<file path="src/rtl/mem_port_sram_slave_if.sv">
// MemPort request/grant interface between a core port and its memory responder.
interface MemPort;
  logic        valid;
  logic [31:0] addr;
  logic        write_en;
  logic [3:0]  byte_en;
  logic [31:0] wdata;
  logic        ready;
  logic [31:0] rdata;

  modport Master (output valid, addr, write_en, byte_en, wdata, input ready, rdata);
  modport Slave  (input valid, addr, write_en, byte_en, wdata, output ready, rdata);
endinterface

</file>
<file path="src/rtl/mem_port_sram_slave.sv">
// MemPort responder serving requests from a single-port synchronous SRAM with
// programmable wait states; read data is returned in the cycle after grant.
module mem_port_sram_slave #(
  parameter logic [31:0] ADDR_BASE   = 32'h1000_0000,
  parameter int unsigned DEPTH_WORDS = 4096,
  parameter int unsigned WAIT_STATES = 0,
  parameter int unsigned AW          = $clog2(DEPTH_WORDS)
) (
  input  logic          clk,
  input  logic          rst_n,
  MemPort.Slave         mem,
  output logic          sram_cs,
  output logic          sram_we,
  output logic [3:0]    sram_be,
  output logic [AW-1:0] sram_addr,
  output logic [31:0]   sram_wdata,
  input  logic [31:0]   sram_rdata,
  output logic          oor_err
);

  typedef enum logic {S_IDLE, S_WAIT} state_e;

  localparam logic [3:0]  WS    = 4'(WAIT_STATES);
  localparam logic [31:0] DEPTH = 32'(DEPTH_WORDS);

  state_e      state_q, state_d;
  logic [3:0]  cnt_q, cnt_d;
  logic        rd_resp_q, rd_resp_d;
  logic        oor_rd_q, oor_rd_d;
  logic        oor_q, oor_d;
  logic [31:0] hold_q, hold_d;

  logic [31:0] off;
  logic        in_range;
  logic        grant_raw;
  logic        grant;
  logic        access;
  logic        unused_off;

  assign off        = mem.addr - ADDR_BASE;
  assign in_range   = (mem.addr >= ADDR_BASE) && ({2'b00, off[31:2]} < DEPTH);
  assign unused_off = ^off[1:0];

  always_comb begin
    state_d   = state_q;
    cnt_d     = cnt_q;
    grant_raw = 1'b0;
    unique case (state_q)
      S_IDLE: begin
        if (mem.valid) begin
          if (WS == 4'd0) begin
            grant_raw = 1'b1;
          end else begin
            state_d = S_WAIT;
            cnt_d   = 4'd1;
          end
        end
      end
      S_WAIT: begin
        if (!mem.valid) begin
          state_d = S_IDLE;
          cnt_d   = '0;
        end else if (cnt_q == WS) begin
          grant_raw = 1'b1;
          state_d   = S_IDLE;
          cnt_d     = '0;
        end else begin
          cnt_d = cnt_q + 4'd1;
        end
      end
      default: begin
        state_d = S_IDLE;
        cnt_d   = '0;
      end
    endcase
  end

  // The zero-wait grant path is combinational from valid, so it is gated by
  // rst_n to keep ready and the SRAM strobes at their reset values during reset.
  assign grant     = grant_raw && rst_n;
  assign access    = grant && in_range;
  assign mem.ready = grant;

  always_comb begin
    sram_cs    = 1'b0;
    sram_we    = 1'b0;
    sram_be    = '0;
    sram_addr  = '0;
    sram_wdata = '0;
    if (access) begin
      sram_cs    = 1'b1;
      sram_we    = mem.write_en;
      sram_be    = mem.byte_en;
      sram_addr  = off[AW+1:2];
      sram_wdata = mem.wdata;
    end
  end

  always_comb begin
    rd_resp_d = access && !mem.write_en;
    oor_rd_d  = grant && !in_range && !mem.write_en;
    oor_d     = grant && !in_range;
    hold_d    = hold_q;
    if (rd_resp_q) begin
      hold_d = sram_rdata;
    end else if (oor_rd_q) begin
      hold_d = '0;
    end
  end

  // The response cycle forwards SRAM data directly; hold_d already equals that.
  assign mem.rdata = hold_d;
  assign oor_err   = oor_q;

  always_ff @(posedge clk or negedge rst_n) begin
    if (!rst_n) begin
      state_q   <= S_IDLE;
      cnt_q     <= '0;
      rd_resp_q <= 1'b0;
      oor_rd_q  <= 1'b0;
      oor_q     <= 1'b0;
      hold_q    <= '0;
    end else begin
      state_q   <= state_d;
      cnt_q     <= cnt_d;
      rd_resp_q <= rd_resp_d;
      oor_rd_q  <= oor_rd_d;
      oor_q     <= oor_d;
      hold_q    <= hold_d;
    end
  end

endmodule

</file>
<file path="src/flat_wrapper.sv">
// flat-port wrapper written by rule: the top's interface ports become plain ports
module mem_port_sram_slave_flat 
#(
  parameter logic [31:0] ADDR_BASE   = 32'h1000_0000,
  parameter int unsigned DEPTH_WORDS = 4096,
  parameter int unsigned WAIT_STATES = 0,
  parameter int unsigned AW          = $clog2(DEPTH_WORDS)
)
  (clk, rst_n, sram_cs, sram_we, sram_be, sram_addr, sram_wdata, sram_rdata, oor_err, mem_valid, mem_addr, mem_write_en, mem_byte_en, mem_wdata, mem_ready, mem_rdata);
  MemPort mem_i ();
  input  logic clk;
  input  logic rst_n;
  output logic sram_cs;
  output logic sram_we;
  output logic [3:0] sram_be;
  output logic [AW-1:0] sram_addr;
  output logic [31:0] sram_wdata;
  input  logic [31:0] sram_rdata;
  output logic oor_err;
  input wire logic [$bits(mem_i.valid)-1:0] mem_valid;
  input wire logic [$bits(mem_i.addr)-1:0] mem_addr;
  input wire logic [$bits(mem_i.write_en)-1:0] mem_write_en;
  input wire logic [$bits(mem_i.byte_en)-1:0] mem_byte_en;
  input wire logic [$bits(mem_i.wdata)-1:0] mem_wdata;
  output wire logic [$bits(mem_i.ready)-1:0] mem_ready;
  output wire logic [$bits(mem_i.rdata)-1:0] mem_rdata;
  assign mem_i.valid = mem_valid;
  assign mem_i.addr = mem_addr;
  assign mem_i.write_en = mem_write_en;
  assign mem_i.byte_en = mem_byte_en;
  assign mem_i.wdata = mem_wdata;
  assign mem_ready = mem_i.ready;
  assign mem_rdata = mem_i.rdata;
  mem_port_sram_slave #(.ADDR_BASE(ADDR_BASE), .DEPTH_WORDS(DEPTH_WORDS), .WAIT_STATES(WAIT_STATES), .AW(AW)) u_core (.clk(clk), .rst_n(rst_n), .mem(mem_i), .sram_cs(sram_cs), .sram_we(sram_we), .sram_be(sram_be), .sram_addr(sram_addr), .sram_wdata(sram_wdata), .sram_rdata(sram_rdata), .oor_err(oor_err));
endmodule
</file>
<file path="config.mk">
export PLATFORM = sky130hd
export DESIGN_NAME = mem_port_sram_slave_flat
export DESIGN_NICKNAME = d
export VERILOG_FILES = /design/src/rtl/mem_port_sram_slave_if.sv /design/src/rtl/mem_port_sram_slave.sv /design/src/flat_wrapper.sv
export SDC_FILE = /design/constraint.sdc
export NUM_CORES = 1
export LEC_CHECK = 0
export CORE_ASPECT_RATIO = 0.6
export CORE_UTILIZATION = 37
export CTS_BUF_LIST = sky130_fd_sc_hd__clkbuf_8
export DETAILED_ROUTE_END_ITERATION = 8
export PLACE_DENSITY_LB_ADDON = 0.2
export SLEW_MARGIN = 25
export SYNTH_ARGS = -nofsm -noshare
export SYNTH_HDL_FRONTEND = slang
export SYNTH_SLANG_ARGS = --single-unit
export TNS_END_PERCENT = 20
</file>
<file path="constraint.sdc">
create_clock -name clk -period 5 [get_ports clk]
set_input_delay 0.5 -clock clk [delete_from_list [all_inputs] [get_ports clk]]
set_output_delay 0.5 -clock clk [all_outputs]
set_load 0.005 [all_outputs]
</file>
Yosys cells after proc, flatten, opt, wreduce, memory -nomap -nowiden
Cells that the tools add are included.

storage, ports and cells
  register bits after elaboration = 40
  latch bits = 0
  memory bits (writable) = 0
  ROM bits = 0
  bits of input ports = 104
  word-level logic and storage cells = 37
  memories kept = 0

cells by class
  add/sub/neg operators = 2
  multipliers = 0
  divide/modulo/power cells = 0
  $lt $le $gt $ge = 2
  eq/ne operators = 0
  shift-type cells = 0
  muxes and demuxes = 17
  bitwise logic cells = 1
  reductions and logical operators = 9

operators by type and width
  operator                                                      number
  two-way mux 32 bit                                            3
  >= comparator 32 x 29 -> 1 bit, second input constant         1
  subtractor 32 x 29 -> 32 bit, second input constant           1
  less-than comparator 30 x 13 -> 1 bit, second input constant  1
  two-way mux 4 bit                                             4
  two-way mux 12 bit                                            1
  two-way mux 1 bit                                             7
  logical AND 1 bit                                             6
  adder 4 x 1 -> 4 bit, second input constant                   1
  logical NOT 4 bit                                             1
  case mux 1 bit (2 select lines)                               2
  logical NOT 1 bit                                             2
  NOT 1 bit                                                     1

Logic depth before layout (Yosys ltp)
  depth in word-level cells = 7
  depth in mapped cells = 7
  mapped depth without buffers = 5

Least setup slack after synthesis
Ideal clock, no wire load.

  kind = flip-flop to output port
  start = register u_core.cnt_q[0]
  end = output port sram_addr[0]
  arrival time = 1575 ps
  slack = 2925 ps
  stages on the path, launching flop included = 8
  cell sequence = dfrtp_1 -> inv_1 -> ha_1 -> or3b_1 -> a21o_1 -> buf_6 -> buf_6 -> nor3_2

between the ends
  longest elaborated chain between the ends = 7

ends and longest elaborated chain
  what                             RTL line                    source
  from (decl)                      mem_port_sram_slave.sv:27   logic [3:0] cnt_q, cnt_d;
  from (signal assigned)           mem_port_sram_slave.sv:125  cnt_q <= cnt_d;
  logical NOT 4 bit                mem_port_sram_slave.sv:63   end else if (cnt_q == WS) begin
  two-way mux 1 bit                mem_port_sram_slave.sv:63
  two-way mux 1 bit                mem_port_sram_slave.sv:60   if (!mem.valid) begin
  case mux 1 bit (2 select lines)  mem_port_sram_slave.sv:48   unique case (state_q)
  logical AND 1 bit                mem_port_sram_slave.sv:80   assign grant = grant_raw && rst_n;
  logical AND 1 bit                mem_port_sram_slave.sv:81   assign access = grant && in_range;
  two-way mux 12 bit               mem_port_sram_slave.sv:90   if (access) begin
  to (decl)                        flat_wrapper.sv:16          output logic [AW-1:0] sram_addr;

Every way passes these cells.

Worst setup path after layout
  start = register u_core.cnt_q[0]
  end = output port sram_wdata[10]

between the ends
  longest elaborated chain between the ends = 7

ends and longest elaborated chain
  what                             RTL line                   source
  logical NOT 4 bit                mem_port_sram_slave.sv:63
  two-way mux 1 bit                mem_port_sram_slave.sv:63
  two-way mux 1 bit                mem_port_sram_slave.sv:60
  case mux 1 bit (2 select lines)  mem_port_sram_slave.sv:48
  logical AND 1 bit                mem_port_sram_slave.sv:80
  logical AND 1 bit                mem_port_sram_slave.sv:81
  two-way mux 32 bit               mem_port_sram_slave.sv:90
  to (decl)                        flat_wrapper.sv:17         output logic [31:0] sram_wdata;

Every way passes these cells.

==> results.json <==
{
  "run_status": "completed",
  "power.density_mw_per_mm2": 156,
  "floorplan.io_pins": 188,
  "category_of_the_worst_setup_path_capture_point": "output pin",
  "design.core.area_sq_mm": 0.00581,
  "fin_setup_tns_ns": 0,
  "path_class": "flip-flop to output pin",
  "yosys_warnings": 0,
  "most_common_library_cell_in_the_layout_ignoring_fill_and_taps": "sky130_fd_sc_hd__clkdlybuf4s50_1",
  "post-route-period-util_pct": 69.8,
  "proportion_of_power_drawn_by_the_clock_network_pct": 34.3,
  "static-leakage-power_nw": 1.55,
  "postLayoutCoreUtil_pct": 73.9,
  "cts_tree": "done",
  "detailed_route_wire_length_per_cell_microns": 15.3,
  "htree_num_levels": 2,
  "layout_min_cycle_time_ns": 3.49,
  "max-slew-margin-rel_pct": 40.3,
  "vias_per_cell": 4.97,
  "post_route_cells_drive_above_1_share_pct": 16.5,
  "final-max-slew-violation-count": 0,
  "drt_pre_antenna_iters": 4,
  "post-route-drc-count": 0,
  "finalClockSkew_ns": 0.00809,
  "min_path_type": "input port to asynchronous set/reset pin",
  "clk_pin_slew_ns": 0.08,
  "r2r_setup_slack_ns": 3.02,
  "initial_utilization_pct": 40.2,
  "finish.cell_count_without_fillers": 485,
  "place_congestion": 0.824,
  "timing_worst_slew_pin_value_ns": 0.896,
  "grt_setup_unrepaired": "no",
  "die_height_microns": 63.5,
  "critical_path.startpoint_type": "flip-flop",
  "crit-reg2reg-capture": "u_core.rd_resp_q",
  "ys_seq_area_share_pct": 42.9,
  "cts-root-to-sink-buffers": 2,
  "mappedNetlistArea_sq_mm": 0.00233,
  "clkLatencyLatePin_ns": 0.29,
  "arrival_ns": 2.99,
  "cts.repair_timing.setup_buffer_count": 0,
  "origin_of_the_critical_flop_to_flop_path": "u_core.cnt_q[0]",
  "internal_power_mw": 0.522,
  "clock_sinks": 40,
  "syn_area_cell_sq_um": 10.2,
  "global_route.usage.total_pct": 23.0,
  "std_cell_rows": 21,
  "sequentialPowerShare_pct": 48.5,
  "globalRouteOverflowTotal": 0,
  "crit_path_max_fanout": 35,
  "finalSetupViolations": 0,
  "max_freq_ghz": 0.287,
  "final_cell_mix": "sky130_fd_sc_hd__clkdlybuf4s50_1 (184), sky130_fd_sc_hd__nand2_1 (51), sky130_fd_sc_hd__nor3_2 (47)",
  "cts-root-buf": "sky130_fd_sc_hd__clkbuf_8",
  "dr.first_iter.drc_count": 102,
  "postRouteWirelength_microns": 7400,
  "postSynthNetCount": 335,
  "cts_hold_buffers": 0,
  "dieWidth_microns": 104,
  "power_share_of_the_combinational_group_pct": 17.2,
  "fillers": 452,
  "drv.max_cap_violation_count": 0,
  "cts.repair.resized": 0,
  "detailed_place_hpwl_microns": 5620,
  "floorplan.die_area_sq_mm": 0.00664,
  "largest_net_degree_at_the_start_of_global_routing": 52,
  "worst_ir_drop_vdd_mv": 0.148,
  "design.final.nets": 511,
  "area_growth_pct": 84.1,
  "n_antenna_cell": 0,
  "synth.lib_cells_used.distinct": 28,
  "yosys_register_bits": 40,
  "antenna_left": 0,
  "number_of_global_route_vias_before_repair": 2407,
  "crit_required_ns": 4.50,
  "cts_buffers": 5,
  "antenna_found_initial": 1,
  "power.net_switching_mw": 0.146,
  "syn_inst": 229,
  "report.final.hold_viol_count": 0,
  "worst_hold_slack_ns": 0.287,
  "port_buffers": 185,
  "reg2reg_depth": 5,
  "grt_first_pass_wirelength_microns": 12000,
  "detailroute.via_count": 2410,
  "switching_share_pct": 21.9,
  "count_of_placed_standard_cells_including_taps": 478
}
synth_stat cells:
cell	instances	share of area (%)
sky130_fd_sc_hd__or4_1	1	0.32
sky130_fd_sc_hd__nor3_2	47	20
sky130_fd_sc_hd__and4_1	1	0.38
sky130_fd_sc_hd__nor4_4	1	0.91
sky130_fd_sc_hd__clkbuf_1	12	1.9
sky130_fd_sc_hd__nor2_1	2	0.32
sky130_fd_sc_hd__dfrtp_1	40	43
sky130_fd_sc_hd__o21ai_0	4	0.86
sky130_fd_sc_hd__nor4_1	2	0.54
sky130_fd_sc_hd__mux2i_1	1	0.43
sky130_fd_sc_hd__and3_1	1	0.27
sky130_fd_sc_hd__o2bb2ai_1	2	0.75
sky130_fd_sc_hd__ha_1	2	1.1
sky130_fd_sc_hd__nand3_1	2	0.43
sky130_fd_sc_hd__nand2b_1	3	0.80
sky130_fd_sc_hd__a21o_1	1	0.32
sky130_fd_sc_hd__nand4_1	1	0.27
sky130_fd_sc_hd__nor4_2	1	0.54
sky130_fd_sc_hd__a21oi_1	1	0.21
sky130_fd_sc_hd__nor4b_1	1	0.38
sky130_fd_sc_hd__or3b_1	1	0.38
sky130_fd_sc_hd__a22o_1	31	12
sky130_fd_sc_hd__buf_6	6	2.9
sky130_fd_sc_hd__a211oi_2	1	0.54
sky130_fd_sc_hd__inv_1	5	0.80
sky130_fd_sc_hd__nand2_1	51	8.2
sky130_fd_sc_hd__buf_2	5	1.1
sky130_fd_sc_hd__nor3_1	3	0.64
layout make-up:
| type | count | area (sq um) | share of cell area, % |
|---|---|---|---|
| Sequential cell | 40 | 1000 | 23.3 |
| Timing Repair Buffer | 192 | 1900 | 44.2 |
| Tap cell | 80 | 100 | 2.33 |
| Inverter | 5 | 18.8 | 0.437 |
| Multi-Input combinational cell | 161 | 1180 | 27.4 |
| Clock buffer | 7 | 96.3 | 2.24 |
metal layers:
layer  vias to the layer above  track usage, %  share of wire [%]
li1                       1162               -                  -
met1                      1133            29.6                 43
met2                       101            37.8                 48
met3                        12            6.83                7.1
met4                         2            5.71                1.1
met5                         -               0               0.18
stage by stage:
step           setup WS [ns]  total power [mW]  area (sq um)
2_1_floorplan           2.93             0.357          2330
3_3_place_gp            1.63             0.444          4200
3_5_place_dp            1.60             0.446          4200
4_1_cts                 1.49             0.674          4290
5_1_grt                 1.32             0.700          4290
6_report                1.51             0.669          4290
worst max-delay path: stages, from the launching register on:
cell,delay [ns]
sky130_fd_sc_hd__dfrtp_1,0.40
sky130_fd_sc_hd__inv_1,0.10
sky130_fd_sc_hd__ha_1,0.17
sky130_fd_sc_hd__or3b_1,0.37
sky130_fd_sc_hd__a21o_2,0.52
sky130_fd_sc_hd__buf_4,0.38
sky130_fd_sc_hd__nor3_2,0.20
sky130_fd_sc_hd__clkdlybuf4s50_1,0.55
flip-flops by register name, summed over array words and instances (netlist names):
name	cells
u_core.oor_err	1
u_core.cnt_q	4
u_core.hold_q	32
u_core.oor_rd_q	1
u_core.state_q	1
u_core.rd_resp_q	1
power by group through the flow:
stage / clock network [mW] / logic [mW] / registers, mW
after global placement: 0 / 0.113 / 0.331
after detailed placement: 0 / 0.116 / 0.331
after global routing: 0.251 / 0.124 / 0.324
final: 0.229 / 0.115 / 0.324
after CTS: 0.234 / 0.117 / 0.324
after floorplan: 0 / 0.0260 / 0.331
logic make-up after synthesis:
| logic type | count (synthesis) | synth area share (%) |
|---|---|---|
| compound gates | 40 | 14.3 |
| simple gates | 118 | 34.5 |
| mux | 1 | 0.429 |
| fa+ha+maj | 2 | 1.07 |
| flops | 40 | 42.9 |
| buf+inv | 28 | 6.71 |
worst max-delay path by stage:
stage | to | start | depth (start not counted)
after floorplan | sram_addr[0] | u_core.cnt_q[0] | 7
after global placement | sram_be[3] | mem_addr[20] | 6
after detailed placement | sram_wdata[13] | mem_addr[20] | 6
after CTS | sram_wdata[10] | u_core.cnt_q[0] | 7
after global routing | sram_wdata[10] | u_core.cnt_q[0] | 7
final | sram_wdata[10] | u_core.cnt_q[0] | 7
Power figures use the tool's default switching activity.
